<file path="src/rtl/register_bank_sb.sv">
// Register bank with two combinational read ports, one write port with optional
// write-to-read forwarding, and a busy scoreboard for pending-producer tracking.
module register_bank_sb #(
    parameter int DATA_W = 32,
    parameter int ADDR_W = 4,
    parameter bit BYPASS = 1'b1
) (
    input  logic              CLK,
    input  logic              RST_N,
    input  logic [ADDR_W-1:0] RA,
    input  logic [ADDR_W-1:0] RB,
    output logic [DATA_W-1:0] PRA,
    output logic [DATA_W-1:0] PRB,
    input  logic [ADDR_W-1:0] WC,
    input  logic [DATA_W-1:0] WPC,
    input  logic              W_RB,
    input  logic              RSV,
    input  logic [ADDR_W-1:0] RSV_ADDR,
    output logic              RSV_ACK,
    output logic              BUSY_A,
    output logic              BUSY_B,
    output logic [ADDR_W:0]   BUSY_CNT
);

    localparam int DEPTH = 1 << ADDR_W;

    logic [DATA_W-1:0] regs [DEPTH];
    logic [DEPTH-1:0]  busy;
    logic [DEPTH-1:0]  busy_next;
    logic [ADDR_W:0]   busy_cnt_q;
    logic              wr_en;
    logic              cnt_inc;
    logic              cnt_dec;

    assign wr_en = RST_N && W_RB;

    // A busy register can still be reserved when this cycle's write releases it.
    assign RSV_ACK = RST_N && RSV && (!busy[RSV_ADDR] || (W_RB && (WC == RSV_ADDR)));

    // Same-address write+reserve on a busy register leaves the count unchanged.
    assign cnt_inc = RSV_ACK && !busy[RSV_ADDR];
    assign cnt_dec = wr_en && busy[WC] && !(RSV_ACK && (RSV_ADDR == WC));

    // NOTE: every variable assigned in always_comb gets a default first, so no latch is inferred.
    always_comb begin
        busy_next = busy;
        if (wr_en) begin
            busy_next[WC] = 1'b0;
        end
        if (RSV_ACK) begin
            busy_next[RSV_ADDR] = 1'b1;
        end
    end

    // NOTE: sequential state uses non-blocking assignments only; the register
    // array is cleared on reset because post-reset reads must return zero.
    always_ff @(posedge CLK) begin
        if (!RST_N) begin
            for (int i = 0; i < DEPTH; i++) begin
                regs[i] <= '0;
            end
            busy       <= '0;
            busy_cnt_q <= '0;
        end else begin
            if (W_RB) begin
                regs[WC] <= WPC;
            end
            busy       <= busy_next;
            busy_cnt_q <= busy_cnt_q + {{ADDR_W{1'b0}}, cnt_inc} - {{ADDR_W{1'b0}}, cnt_dec};
        end
    end

    assign PRA = (BYPASS && wr_en && (WC == RA)) ? WPC : regs[RA];
    assign PRB = (BYPASS && wr_en && (WC == RB)) ? WPC : regs[RB];

    assign BUSY_A   = busy[RA];
    assign BUSY_B   = busy[RB];
    assign BUSY_CNT = busy_cnt_q;

endmodule

</file>
<file path="config.mk">
export PLATFORM = sky130hd
export DESIGN_NAME = register_bank_sb
export DESIGN_NICKNAME = d
export VERILOG_FILES = /design/src/rtl/register_bank_sb.sv
export SDC_FILE = /design/constraint.sdc
export NUM_CORES = 1
export LEC_CHECK = 0
export CORE_ASPECT_RATIO = 0.8
export CORE_UTILIZATION = 50
export DETAILED_ROUTE_END_ITERATION = 10
export PLACE_DENSITY = 0.73
export SKIP_CTS_REPAIR_TIMING = 1
export SYNTH_ARGS = -nofsm -noshare
export SYNTH_HDL_FRONTEND = slang
export SYNTH_SLANG_ARGS = --single-unit
</file>
<file path="constraint.sdc">
create_clock -name CLK -period 4.2 [get_ports CLK]
set_clock_uncertainty 0.05 [all_clocks]
set_input_delay 0.63 -clock CLK [delete_from_list [all_inputs] [get_ports CLK]]
set_output_delay 0.63 -clock CLK [all_outputs]
set_load 0.01 [all_outputs]
</file>
==> results of run 1 <==
-- power by group --
group	total, W	leakage, nW	internal, W	switching [W]
Sequential	0.00628	5.05	0.00613	0.000152
Combinational	0.00200	6.50	0.00103	0.000974
Clock	0.00454	0.794	0.00250	0.00204
Total	0.0128	12.4	0.00966	0.00317
-- worst max-delay path, stage by stage --
cell and delay, ns:
clkdlybuf4s50_1 0.67, buf_4 0.26, xnor2_1 0.13, nand3_1 0.13, nor3_4 0.27, buf_4 0.32, mux2_2 0.37, clkdlybuf4s50_1 0.48
-- cell families after synthesis --
kind of cell / share of synthesized area (%)
fa+ha+maj: 0.282
xor+xnor: 0.479
simple gates: 12.2
flops: 54.0
compound gates: 0.847
buf+inv: 3.57
mux: 28.6
-- worst max-delay path by stage --
stage | from | end | slack [ns] | cells after the start
floorplan | WC[0] | BUSY_CNT[4] | 0.48 | 12
global placement | WC[0] | BUSY_CNT[4] | -0.02 | 12
detailed placement | WC[0] | BUSY_CNT[4] | -0.03 | 12
CTS | WC[0] | PRB[20] | 0.18 | 8
global route | WC[0] | PRB[22] | 0.1 | 8
finish | WC[0] | PRB[21] | 0.21 | 8
-- cell usage in the layout (no fill, tap or decap), drive strengths merged, types with 3 or more instances in the layout --
cell           instances
and3                 386
nor3                   8
o2bb2ai               12
edfxtp               512
nand2                 13
and2                 134
clkdlybuf4s50        114
xor2                   6
clkbuf                68
dfxtp                 21
nor2b                  3
nand3b                 4
nand3                  8
clkinv                25
nand2b                 4
a32o                   4
mux4                 338
ha                     5
o21ai                 12
mux2                  64
nor2                  18
xnor2                 10
inv                   20
buf                   86
-- sequential cells by signal, indices dropped and copies added (netlist names) --
signal	count
regs	512
busy	16
BUSY_CNT	5
-- layer usage --
metal	vias up	wire (um)	GRT usage, %
li1	7448	-	-
met1	9504	31600	39.0
met2	1124	40200	46.1
met3	209	8330	5.29
met4	0	2940	10.2
met5	-	0	0
-- through the flow --
step | setup WS, ns | TNS, ns | utilization [%]
2_1_floorplan | 0.477 | 0 | -
3_3_place_gp | -0.0160 | -0.0160 | 55.5
6_report | 0.215 | 0 | 58.3
5_1_grt | 0.0967 | 0 | 58.3
4_1_cts | 0.178 | 0 | 58.3
3_5_place_dp | -0.0313 | -0.0313 | 55.5
-- cell type report --
| cell class | instances | area (um2) | share of cell area [%] |
|---|---|---|---|
| Multi-Input combinational cell | 1044 | 12600 | 37.9 |
| Antenna cell | 1 | 2.50 | 0.00749 |
| Timing Repair Buffer | 201 | 2320 | 6.94 |
| Sequential cell | 533 | 15800 | 47.3 |
| Clock inverter | 29 | 189 | 0.566 |
| Tap cell | 760 | 951 | 2.85 |
| Clock buffer | 67 | 1420 | 4.26 |
| Inverter | 18 | 67.6 | 0.202 |
==> flow_metrics.env, run 1 <==
export IMPL_wl_um=83100
export IMPL_gp_congestion=0.852
export IMPL_row_count=78
export IMPL_reg2reg_to="BUSY_CNT[4]"
export IMPL_fp_dieH_um=218
export IMPL_yosys_top_cells_area="edfxtp_1 53%, mux4_2 25%, and3_1 8.3%"
export IMPL_netlist_instances=1813
export IMPL_grtUsageTotal_pct=28.5
export IMPL_netlist_top_cells_count="512 x edfxtp_1, 386 x and3_1, 331 x mux4_2"
export IMPL_setup_worst_path_class="input port to output port"
export IMPL_first_pass_iters=6
export IMPL_die_area_um2=59500
export IMPL_total_power_w=0.0128
export IMPL_seq_area_frac_synth_pct=54.0
export IMPL_ir_drop_mv=0.302
export IMPL_drt_iter0_markers=2709
export IMPL_syn_nets=1871
export IMPL_clk_latency_ns=0.60
export IMPL_drcViolationCount=0
export IMPL_synth_area_um2=29300
export IMPL_root_buffer="clkbuf_16"
export IMPL_p_leak_nw=12.4
export IMPL_fin_nets=1909
export IMPL_wire_per_inst_um=31.3
export IMPL_drtAntennaViolNets=0
export IMPL_finalMaxSlewViolations=0
export IMPL_min_period_over_period_pct=94.9
export IMPL_max_cap_violations=0
export IMPL_start_util_pct=51.1
export IMPL_worstHoldPathCells=2
export IMPL_yosysMostFrequentCell="edfxtp_1"
export IMPL_rrSetupSlack_ns=1.01
export IMPL_layout_drive_gt1_share_pct=30.7
export IMPL_crit_fanout=13
export IMPL_synth_top_area_cell="edfxtp_1"
export IMPL_grt_pass1_vias=18700
export IMPL_relSlewSlack_pct=26.4
export IMPL_cts_buffers=53
export IMPL_final_cells=2653
export IMPL_gr_total_overflow=0
export IMPL_synth_flop_cell="edfxtp_1"
export IMPL_antenna_found_initial=1
export IMPL_power_density_nw_per_um2=384
export IMPL_postSynthAreaPerCell_um2=16.1
export IMPL_vias=18300
export IMPL_post_route_min_period_ns=3.99
export IMPL_fin_hold_ws_ns=0.301
export IMPL_cp_data_arrival_time_ns=3.31
export IMPL_pin_count=124
export IMPL_cts_clk_slew_worst_paths_ns=0.06
export IMPL_h_tree_depth=2
export IMPL_fp_dieW_um=272
export IMPL_start_kind="input port"
export IMPL_rsz0062_at_grt="false"
export IMPL_reg2reg_depth=11
export IMPL_grt_start_max_net_pins=129
export IMPL_hold_viol=0
export IMPL_cts_tree="yes"
export IMPL_min_from="RST_N"
export IMPL_synthDominantCellAreaShare_pct=52.5
export IMPL_fmax_mhz=251
export IMPL_place_area_um2=31800
export IMPL_async_reset_ff_share_pct=0
export IMPL_clk_path_buf_depth=3
export IMPL_core_area_um2=57300
export IMPL_end_kind="output port"
export IMPL_finalSetupViolCount=0
export IMPL_synth_seq_cells=533
export IMPL_grt_pass1_wl_um=123000
export IMPL_r2r_start="busy[14]"
export IMPL_synth_warnings=0
export IMPL_hp_class="input port to flop"
export IMPL_synth_edf_count=512
export IMPL_cp_data_required_time_ns=3.52
export IMPL_dp_cells=2556
export IMPL_nFillCells=4246
export IMPL_place_hpwl_um=47600
export IMPL_synth_cell_types=36
export IMPL_worstMarginPinSlew_ns=1.10
export IMPL_design_area_um2=33400
export IMPL_viasPerCell=6.89
export IMPL_hold_end="BUSY_CNT[4]"
export IMPL_status="finished clean"
export IMPL_portBuffers=123
export IMPL_clock_sinks=533
export IMPL_syn_to_final_growth_pct=14.1
No activity file was read; power rests on OpenSTA's default activity.
==> inputs of run 2 (changes only) <==
- SKIP_LAST_GASP: default -> 1
==> results of run 2 <==
Final layout, timing and power as in run 1 (identical DEF).
==> RTL change 1: new RTL, settings of run 1 <==
Set the parameter `DATA_W` to 48 (it was 32).
--- a/src/rtl/register_bank_sb.sv
+++ b/src/rtl/register_bank_sb.sv
@@ -2,5 +2,5 @@
 // write-to-read forwarding, and a busy scoreboard for pending-producer tracking.
 module register_bank_sb #(
-    parameter int DATA_W = 32,
+    parameter int DATA_W = 48,
     parameter int ADDR_W = 4,
     parameter bit BYPASS = 1'b1
Interface: changed (resized PRA, PRB and WPC); port bits go from 124 to 172. No check against the original RTL was run, so the function may have changed too.
==> RTL change 1 against run 1 <==
Setup slack worse by 0.0014 ns. Total power rose by 51%. Via count grew 49%. Global-route usage rose by 0.90 points. Cell area up 47%. Sequential cell count grew 256. Register-to-register slack lost 0.03 ns. Synthesized area is 47% higher. Wire length up 53%. Highest routed layer is now met5.
==> RTL change 1: results (changes against run 1) <==
Clk Latency, worst-skew pair: 0.63 ns (+0.03 ns)
Sw Pwr: 4.84 mW (+53%)
clock root cell: clkbuf_16
wire per inst: 33.1 um (+5.6%)
CP max-delay cell: clkdlybuf4s50_1
DR WL met3: 14,400 um (+73%)
internal power: 14.5 mW (+50%)
XOR/XNOR Fraction of Synth Area: 0.00326 (-0.00152)
hold path endpoint: BUSY_CNT[1]
met2 wire len: 62,100 um (+55%)
depth of the CTS H-tree: 3 (+1)
Port-buffer cells: 171 (+39%)
mux contribution to synthesized area: 0.287 (+0.000541)
Synth area leaders: edfxtp_1 (54%), mux4_2 (26%), and3_1 (8.4%)
drt via density: 7.09 (+2.9%)
Num CTS Buffers: 81 (+53%)
post-synthesis adder-cell area fraction: 0.00192 (-0.000899)
max reg flops: 768 (+50%)
Tightest Pin Transition: 1.16 ns (+0.0580 ns)
crit path max fanout: 40 (+27)
RePlAce Congestion: 0.854 (+0.21%)
Net count, final: 2,743 (+44%)
CP Capture Point: PRB[37]
VDD IR-drop max: 303 uV (+0.32%)
Post-synth EDFFs: 768 (+50%)
Static Leak: 18.1 nW (+47%)
Seq/Total Area, Yosys: 0.547 (+0.00719)
DR top layer: met5
post-synthesis compound-gate area fraction: 0.00568 (-0.00278)
Reg-to-Reg Start: busy[3]
grt met3 use: 0.0569 (+0.00407)
Worst R2R Setup Slack: 0.98 ns (-0.03 ns)
DR iter-0 viols: 3,862 (+43%)
status: finished, final reports clean
All-Layer GR Usage: 0.294 (+0.00901)
commonest cells in the netlist: edfxtp_1 (768), and3_1 (578), mux4_2 (498)
M2 GR Usage: 0.469 (+0.00736)
Hold Path Class: in -> reg
layout cells sized above 1: 0.318 (+0.0110)
initial antenna violation count: 3 (+2)
met1 WL: 46,700 um (+48%)
Post-DP HPWL: 69,800 um (+47%)
P_seq: 9.32 mW (+48%)
vias in the first global route: 27,588 (+48%)
GR Util met1: 0.410 (+0.0207)
first-pass GRT wire length: 186,000 um (+51%)
Hold WS: 0.265 ns (-0.0361 ns)
Logic power comb: 2.96 mW (+48%)
Pre-antenna DRT Iters: 5 (-1)
largest net degree at the start of global routing: 145 (+12%)
Fill cells: 6,196 (+46%)
CP startpoint: WC[3]
-- RTL change 1: cell count changes in the layout (fill, tap and decap cells not counted), sizes merged, moves of 32 or more --
cell	delta
buf	+37
clkdlybuf4s50	+48
and3	+192
edfxtp	+256
mux4	+160
mux2	+32
and2	+64
-- RTL change 1: through the flow --
step	worst slack (ns)	instance area (um2)	util	std cells
after floorplan	-1.03	42900	-	2626
after global placement	0.0477	46400	0.549	3701
after detailed placement	0.0813	46400	0.549	3701
after CTS	0.196	48900	0.579	3844
after global routing	0.128	48900	0.579	3844
final	0.213	48900	0.579	3846
-- RTL change 1: layout make-up --
cell class	count	area, um2	share of cell area
clock inverter	49	425	0.00869
sequential	789	23500	0.480
tap	1115	1400	0.0285
antenna	2	5.00	0.000102
inverter	17	63.8	0.00130
clock buffer	94	2120	0.0433
multi-input combinational	1493	18200	0.372
timing repair buffer	287	3240	0.0661
==> RTL change 2: new RTL, flow settings as in run 1 <==
Without the edit above. Put one more register stage on the output `BUSY_CNT`, cleared by the reset. The value now appears one clock later. The other outputs are not delayed to match.
--- a/src/rtl/register_bank_sb.sv
+++ b/src/rtl/register_bank_sb.sv
@@ -76,5 +76,11 @@
     assign BUSY_A   = busy[RA];
     assign BUSY_B   = busy[RB];
-    assign BUSY_CNT = busy_cnt_q;
+    always_ff @(posedge CLK) begin
+        if (!RST_N) begin
+            BUSY_CNT <= '0;
+        end else begin
+            BUSY_CNT <= busy_cnt_q;
+        end
+    end
 
 endmodule
Behaviour: not the same (a bounded check fails within 4 cycles, from zero or initial values and one cycle with RST_N low).
==> RTL change 2 against run 1 <==
Total power increased by 1.7%. Sequential cell count is 5 higher. Die area about the same. Worst hold slack better by 0.15 ns. Clock power grew 4.4%. Cell area is 0.57% higher. Synthesized area is essentially flat. Wire length fell by 0.55%. Setup slack improved by 0.032 ns.
==> RTL change 2: results (changes against run 1) <==
status: finished, final reports clean
Max Buffers Root-to-Sink: 3 (unchanged)
Clk Latency, worst-skew pair: 0.61 ns
Num CTS Buffers: 54 (+1.9%)
Synth area leaders: edfxtp_1 (52%), mux4_2 (26%), and2_1 (7.1%)
Worst R2R Setup Slack: 1.05 ns (+0.04 ns)
layout cells sized above 1: 0.316 (+0.00843)
wire per inst: 30.7 um (-1.9%)
biggest regs: regs x512, busy x16
All-Layer GR Usage: 0.285 (-0.000627)
Post-synth EDFFs: 512 (unchanged)
Hold Path Class: reg -> reg
Port-buffer cells: 123 (unchanged)
Post-DP HPWL: 48,500 um (+1.7%)
crit path DAT: 3.27 ns (-0.04 ns)
largest net degree at the start of global routing: 97 (-25%)
Seq/Total Area, Yosys: 0.543 (+0.00293)
initial antenna violation count: 2 (+1)
Net Count, Synth: 1,866 (-0.27%)
Via Count: 18,187 (-0.54%)
commonest cells in the netlist: edfxtp_1 (512), mux4_2 (335), and2_1 (331)
clock slew at reported path FFs: 0.06 ns (about the same)
Synth Flop Type: edfxtp_1
VDD IR-drop max: 313 uV (+3.7%)
first-pass GRT wire length: 123,000 um (-0.30%)
depth of the CTS H-tree: 2 (unchanged)
vias in the first global route: 18,549 (-0.77%)
RePlAce Congestion: 0.848 (-0.54%)
fraction of registers with async set/reset: 0 (unchanged)
distinct cell type count after synthesis: 42 (+17%)
clock root cell: clkbuf_16
crit path max fanout: 18 (+5)
DR iter-0 viols: 2,600 (-4.0%)
synth warn: 0 (unchanged)
Pre-antenna DRT Iters: 5 (-1)
Tightest Pin Transition: 1.16 ns (+0.0555 ns)
Static Leak: 11.9 nW (-4.0%)
Fill cells: 4,219 (-0.64%)
[RTL change 2: cell count changes in the layout (fill, tap and decap cells not counted), sizes merged, moves of 4 or more]
| cell | change |
|---|---|
| o32ai | +11 |
| buf | +15 |
| mux2i | +4 |
| a32o | -4 |
| dfxtp | +5 |
| and2 | +197 |
| nor2 | -4 |
| o2bb2ai | -12 |
| and3 | -194 |
[RTL change 2: metal layers]
layer / wire, um / track usage / vias to the layer above
met1: 32400 / 0.408 / 9476
li1: - / - / 7345
met3: 8520 / 0.0444 / 190
met5: 0 / 0 / -
met4: 2610 / 0.0961 / 0
met2: 39100 / 0.448 / 1176
[RTL change 2: cell type report]
cell class / count / area, um2 / share of cell area
antenna: 2 / 5.00 / 0.000149
clock buffer: 66 / 1420 / 0.0422
clock inverter: 34 / 277 / 0.00823
inverter: 19 / 71.3 / 0.00212
multi-input combinational: 1055 / 12700 / 0.378
sequential: 538 / 15900 / 0.473
tap: 760 / 951 / 0.0283
timing repair buffer: 215 / 2280 / 0.0680
[RTL change 2: logic make-up (layout without fill, tap and decap cells)]
kind of cell | count (synthesis) | after routing | share of synthesized area
and+or+nand+nor | 584 | 584 | 0.122
DFF | 538 | 538 | 0.543
muxes | 405 | 405 | 0.284
buffers and inverters | 215 | 334 | 0.0326
AOI/OAI and AO/OA | 44 | 44 | 0.0105
xor gates and xnor gates | 16 | 16 | 0.00478
adders and majority gates | 6 | 6 | 0.00282
other | 0 | 2 | 0
[RTL change 2: path summary, 6_finish.rpt]
check / start / endpoint / cells past startpoint
worst min register to register: busy_cnt_q[4] / BUSY_CNT[4] / 1
worst min-delay path: busy_cnt_q[4] / BUSY_CNT[4] / 1
worst max-delay path: WC[0] / PRB[1] / 9
worst max register to register: busy[6] / busy_cnt_q[4] / 11
[RTL change 2: stage by stage]
stage / hold slack (ns) / worst slack, ns / std cells / instance area [um2]
3_5_place_dp: 0.439 / 0.126 / 2587 / 31900
6_report: 0.447 / 0.246 / 2689 / 33600
2_1_floorplan: 0.391 / 0.355 / 1808 / 29300
4_1_cts: 0.453 / 0.254 / 2687 / 33600
5_1_grt: 0.472 / 0.147 / 2689 / 33600
3_3_place_gp: 0.427 / 0.123 / 2587 / 31900
[RTL change 2: report_power, final]
| part | switching [mW] | internal [mW] |
|---|---|---|
| sequential | 0.155 | 6.18 |
| combinational | 0.944 | 1.02 |
| clock | 2.09 | 2.64 |
[RTL change 2: critical path, cell delays in order]
cell             delay [ns]
clkdlybuf4s50_1        0.46
buf_4                  0.16
buf_4                  0.23
xnor2_1                0.15
nand3_1                0.19
nor3_4                 0.35
buf_12                 0.24
mux2_2                 0.37
clkdlybuf4s50_1        0.47
